[config.mk]
export PLATFORM = sky130hd
export DESIGN_NAME = squeeze_output_buffer
export DESIGN_NICKNAME = d
export VERILOG_FILES = /design/src/rtl/squeeze_output_buffer.sv
export SDC_FILE = /design/constraint.sdc
export NUM_CORES = 2
export LEC_CHECK = 0
export ABC_AREA = 1
export CAP_MARGIN = 30
export CORE_AREA = 2 2 561 563
export CTS_CLUSTER_DIAMETER = 120
export DETAILED_ROUTE_END_ITERATION = 6
export DIE_AREA = 0 0 563 565
export SLEW_MARGIN = 20
export SYNTH_ARGS = -nofsm -noshare
export SYNTH_HDL_FRONTEND = slang
export SYNTH_SLANG_ARGS = --single-unit
[constraint.sdc]
create_clock -name clk -period 91.7 [get_ports clk]
set_clock_uncertainty 0.2 [all_clocks]
set_input_delay 18.34 -clock clk [delete_from_list [all_inputs] [get_ports clk]]
set_output_delay 18.34 -clock clk [all_outputs]
set_load 0.02 [all_outputs]
[src/rtl/squeeze_output_buffer.sv]
// Output buffer for a SHAKE squeeze phase: captures one rate-sized block of
// state lanes and serializes it as 64-bit words until the requested digest length is met.
module squeeze_output_buffer (
  input  logic          clk,
  input  logic          rst_n,
  input  logic          cfg_load,
  input  logic          cfg_mode,
  input  logic [15:0]   cfg_out_words,
  input  logic [1343:0] block_in,
  input  logic          block_we,
  output logic          output_buffer_available,
  output logic          last_output_block,
  output logic [63:0]   dout,
  output logic          dout_valid,
  input  logic          dout_ready,
  output logic          dout_last,
  output logic          err_overflow
);

  localparam int NUM_LANES = 21;

  localparam logic [1:0] ST_IDLE  = 2'd0;
  localparam logic [1:0] ST_EMPTY = 2'd1;
  localparam logic [1:0] ST_DRAIN = 2'd2;

  logic [1:0]  state;
  logic [15:0] remaining;
  logic [4:0]  idx;
  logic [4:0]  blk_words;
  logic        mode;
  logic [63:0] blk_q [NUM_LANES];

  logic [4:0]  rate_words;
  logic [4:0]  nxt_idx;
  logic [4:0]  min_words;
  logic        last_word;
  logic        hs;

  assign rate_words = mode ? 5'd17 : 5'd21;
  assign nxt_idx    = idx + 5'd1;
  assign last_word  = (idx == blk_words - 5'd1);
  assign min_words  = (remaining < {11'd0, rate_words}) ? remaining[4:0] : rate_words;

  // Output handshake: a word transfers on any rising edge where dout_valid and
  // dout_ready are both high; dout_valid never depends on dout_ready, and dout
  // holds its value until the transfer happens.
  assign hs = (state == ST_DRAIN) && dout_ready;

  assign output_buffer_available = (state == ST_EMPTY);
  assign last_output_block       = (state == ST_EMPTY) && (remaining <= {11'd0, rate_words});
  assign dout_valid              = (state == ST_DRAIN);
  assign dout_last               = (state == ST_DRAIN) && (remaining == 16'd1);

  always_ff @(posedge clk) begin
    if (!rst_n) begin
      state        <= ST_IDLE;
      remaining    <= 16'd0;
      idx          <= 5'd0;
      blk_words    <= 5'd0;
      mode         <= 1'b0;
      err_overflow <= 1'b0;
      dout         <= 64'd0;
    end else begin
      case (state)
        ST_IDLE: begin
          if (cfg_load) begin
            err_overflow <= 1'b0;
            if (cfg_out_words != 16'd0) begin
              mode      <= cfg_mode;
              remaining <= cfg_out_words;
              state     <= ST_EMPTY;
            end
          end
          if (block_we) err_overflow <= 1'b1;
        end
        ST_EMPTY: begin
          if (block_we) begin
            for (int i = 0; i < NUM_LANES; i++) blk_q[i] <= block_in[64*i +: 64];
            blk_words <= min_words;
            idx       <= 5'd0;
            dout      <= block_in[63:0];
            state     <= ST_DRAIN;
          end
        end
        ST_DRAIN: begin
          if (block_we) err_overflow <= 1'b1;
          if (hs) begin
            remaining <= remaining - 16'd1;
            idx       <= nxt_idx;
            if (last_word) begin
              // Lanes past blk_words in a short final block are dropped here.
              dout  <= 64'd0;
              state <= (remaining == 16'd1) ? ST_IDLE : ST_EMPTY;
            end else begin
              dout <= blk_q[nxt_idx];
            end
          end
        end
        default: state <= ST_IDLE;
      endcase
    end
  end

endmodule

# == Yosys cells after proc, flatten, opt, wreduce, memory -nomap -nowiden ==
# Memories as Yosys holds them, arrays and structs flattened.
# Cells that the tools add are included.
# totals
register_bits,94
ram_bits,1344
wordCells,65
n_memories,1
# memory_table
name,depth,width,rd,rd_ports_with_merged_regs,wr,line,rtl
blk_q,21,64,1,0,21,31,logic [63:0] blk_q [NUM_LANES];
# op_classes
n_addsub,3
magnitude_cmp,2
n_eq_ne,11
n_mux,28
n_reduce_logical,13
# ops
op,count
$mux 64,3
$pmux 64 s2,1
$mux 16,3
$pmux 16 s2,1
$eq 16x1->1 const B,1
$le 16x5->1,1
$lt 16x5->1,1
$reduce_bool 16->1,1
$sub 16x1->16 const B,1
$mux 5,3
$mux 2,5
$pmux 5 s2,1
$reduce_and 3->1,3
$mux 1,8
$ne 2x2->1 const B,4
$pmux 2 s3,1
$add 5x1->5 const B,1
$eq 5x5->1,1
$reduce_and 5->1,1
$sub 5x1->5 const B,1
$ne 2x1->1 const B,2
$reduce_and 4->1,1
$reduce_bool 2->1,2
$logic_and 1x1->1,3
7 further kinds,7

# == Longest topological paths before layout ==
# depth
word_depth,5
depth_mapped,15
mapped_depth_nobuf,14

# == Least setup slack after synthesis ==
# No wires, ideal clock.
# synth_timing
kind,input port to flip-flop
from,input rst_n
to,memory blk_q[0][0] (enable)
setup_time_ns,3.102
arrival_time_ns,74.207
required_ns,88.398
slack_ns,14.191
stages,3
path_cell_list,inv_1 > clkbuf_1 > nor2_1
# synth_lines
item,line,rtl
from (decl),5,"input logic rst_n,"
to (decl),31,

==> impl_metrics.csv <==
group,metric,value,unit
final_layout,design_area,82700,um2
setup_path,cp_max_fo,170,
placed_design,port_buffers,1434,
clocking,clkTransAtPathRegs,60,ps
routing,vias_per_cell,4.28,
setup_path,setup.worst_path.start_class,"primary input",
routing,firstDrtPassIters,6,
routing,drt-initial-drc-count,5151,
global_route,grtUsageTotal,15.9,%
setup_path,crit_family,"buffers and inverters",
floorplanning,initial_core_util,18.7,%
routing,wl,265000,um
clocking,clockBufferDepth,4,
setup_path,slowest_delay,870,ps
yosys,syn-num-nets,6455,
final_layout,regArea,42200,um2
setup_path,worstRegToRegCells,11,
clocking,clkSinkCount,1438,
global_route,antenna_found_initial,85,
global_route,grt_max_degree,171,
floorplanning,die-area,318000,um2
power_and_ir_drop,power_density,21.2,nW/um2
final_layout,final.fill_count,32254,
global_route,grt_pass1_vias,44793,
sta,grt_setup_unrepaired,"no",
routing,dr_total_vias,46026,
yosys,yosysWarnings,0,
floorplanning,ios,1435,
setup_path,crit_type,"primary input to flip-flop",
setup_path,path_buf_inv,9,
yosys,syn-cell-area,58100,um2
yosys,ys_seq_elements,1438,
sta,hold_viol,0,
clocking,post_cts_resized,0,
yosys,avgSynthCellArea,11.4,um2
power_and_ir_drop,p_seq_share,43.5,%
sta,layout_worst_path_cycle_share,25.8,%
routing,ant_nets,0,
floorplanning,die_w,563,um
power_and_ir_drop,comb_power_share,18.1,%
final_layout,area_growth,42.1,%
sta,worst_pin_slew,1100,ps
floorplanning,fp-row-count,205,
floorplanning,die_h,565,um
placed_design,place_area,77000,um2
sta,slew_violations,0,
power_and_ir_drop,clockPowerShare,38.4,%
routing,drcViolationCount,0,
hold_path,hold_depth,2,
power_and_ir_drop,power.share.switching,28.6,%
setup_path,cp.required,91950,ps
run_status,status,"finished clean",
yosys,ys_seq_area_share,72.6,%
placed_design,gp_congestion,0.917,
clocking,htreeDepth,4,
setup_path,worstPathArrival,23940,ps
power_and_ir_drop,ir_drop,13.1,uV
global_route,grt_pass1_wl,356000,um
sta,setup_viol,0,
global_route,grt.overflow.total,0,
yosys,synth_cell_types,32,
run,drv_cap,0,
routing,wl_per_cell,24.7,um
setup_path,cpMaxStageDelayCell,"buf_4",
setup_path,worst-path-stages,10,
placed_design,dp_hpwl,201000,um
setup_path,cp_common_cell,"buf_4",
clocking,cts_tree,"yes",
final_layout,drive_above_1_share,5.30,%
clocking,post_cts_buffers,0,
clocking,cts_made_buffers,166,
sta,fmax,42.2,MHz
sta,finalSetupTns,0,ps
clocking,hold_buffers,0,
power_and_ir_drop,p_leak,29.1,nW
floorplanning,coreArea,311000,um2
power_and_ir_drop,p_int,1.25,mW
setup_path,crit_chain,"buf_4 > inv_1 > nor2_4 > buf_16 > buf_12 > buf_4 > buf_4 > buf_4 > buf_4 > buf_16",
sta,slew_headroom,26.8,%
hold_path,hp-class,"flip-flop to flip-flop",
clocking,clock-root-buffer,"clkbuf_16",
clocking,worstSkewPairLatency,810,ps
setup_path,endpoint_kind,"flip-flop",
final_layout,final_nets,7808,
final_layout,multi_input_area,14000,um2
power_and_ir_drop,switchingPower,0.501,mW
sta,fin_crit,23690,ps
yosys,synthCells,5084,
[Yosys cell counts]
master,n,area (um2)
a211oi_1,3,22.5
a21boi_0,1,7.51
a21oi_1,91,455
a31oi_1,1,6.26
buf_1,31,116
buf_2,175,876
buf_4,17,128
clkbuf_1,102,383
clkinv_1,2,7.51
dfxtp_1,94,1880
edfxtp_1,1344,40400
ha_1,5,62.6
inv_1,115,432
inv_2,4,15.0
nand2_1,1695,6360
nand3_1,1234,6180
nand3_2,1,10.0
nand3b_1,3,22.5
nand4_1,4,25.0
nor2_1,52,195
nor2_2,2,12.5
nor3_1,3,15.0
nor4_1,1,6.26
o211ai_1,3,22.5
o21ai_0,89,445
o21bai_1,1,7.51
o22ai_1,1,6.26
o31ai_1,2,15.0
or2_2,2,12.5
xnor2_1,1,8.76
xor2_1,4,35.0
xor2_2,1,16.3
[cell type report]
type	instances	share of cell area [%]
antenna	49	0.148
clock buffer	205	5.35
clock inverter	92	1.24
inverter	121	0.577
multi-input combinational	3200	17.0
sequential	1438	51.1
tap	4140	6.27
timing repair buffer	1510	18.3
[through the flow]
step / hold WS [ps] / total power [mW] / instances / utilization (%) / setup WS, ps
floorplan: 237 / 0.985 / 5084 / - / 14190
global placement: 259 / 1.09 / 10403 / 24.7 / 67150
detailed placement: 266 / 1.09 / 10404 / 24.7 / 66930
CTS: 275 / 1.77 / 10701 / 26.5 / 67860
global route: 310 / 1.82 / 10728 / 26.5 / 67870
finish: 277 / 1.75 / 10755 / 26.5 / 68010
[flip-flops by register name, indices dropped and copies added (netlist names)]
| register | count |
|---|---|
| blk_words | 5 |
| idx | 5 |
| blk_q | 1344 |
| mode | 1 |
| dout | 64 |
| err_overflow | 1 |
| remaining | 16 |
| state | 2 |
[tightest hold or removal path, delay by kind of cell, from the launching register on]
family | cells | cell delay, ps
DFF | 1 | 310
AOI/OAI and AO/OA | 1 | 50
and+or+nand+nor | 1 | 60
[power groups by stage]
stage / registers, mW / logic [mW] / clock network, mW
3_5_place_dp: 0.776 / 0.319 / 0
4_1_cts: 0.762 / 0.320 / 0.686
6_report: 0.762 / 0.318 / 0.672
5_1_grt: 0.764 / 0.344 / 0.711
2_1_floorplan: 0.838 / 0.147 / 0
3_3_place_gp: 0.775 / 0.316 / 0
[logic make-up (layout without fill, tap and decap cells)]
kind of cell	count (synthesis)	in the layout	synth area share, %
simple gates	2997	2997	22.1
flops	1438	1438	72.6
buf+inv	446	1928	3.37
compound gates	192	192	1.70
xor+xnor	6	6	0.103
fa+ha+maj	5	5	0.108
other cells	0	49	0
[metal layers]
layer / up-vias / share of wire, % / GRT usage, %
met5: - / 0.12 / 0
met4: 48 / 4.0 / 6.54
met3: 415 / 10 / 4.71
met2: 2600 / 46 / 25.6
met1: 22380 / 39 / 19.7
li1: 20583 / - / -
[final timing paths]
| kind | from | endpoint | slack [ps] |
|---|---|---|---|
| max reg2reg | state[0] | blk_q[13][44] | 85410 |
| max | rst_n | blk_q[13][44] | 68010 |
| min | err_overflow | err_overflow | 280 |
| min reg2reg | err_overflow | err_overflow | 280 |
[placed cells by master, fill, tap and decap left out, types with 4 or more instances in the layout]
master           instances
a21oi_1                 91
buf_12                   9
buf_16                   5
buf_4                   62
bufinv_16               14
clkbuf_1                27
clkbuf_16              166
clkbuf_8                12
clkdlybuf4s50_1       1433
clkinv_1                19
clkinv_2                28
clkinv_4                 5
clkinvlp_4               9
dfxtp_1                 93
diode_2                 49
edfxtp_1              1344
ha_1                     4
inv_1                  115
inv_6                    8
inv_8                    4
nand2_1               1694
nand3_1               1234
nand4_1                  4
nor2_1                  50
o21ai_0                 89
Power figures use the tool's default switching activity.
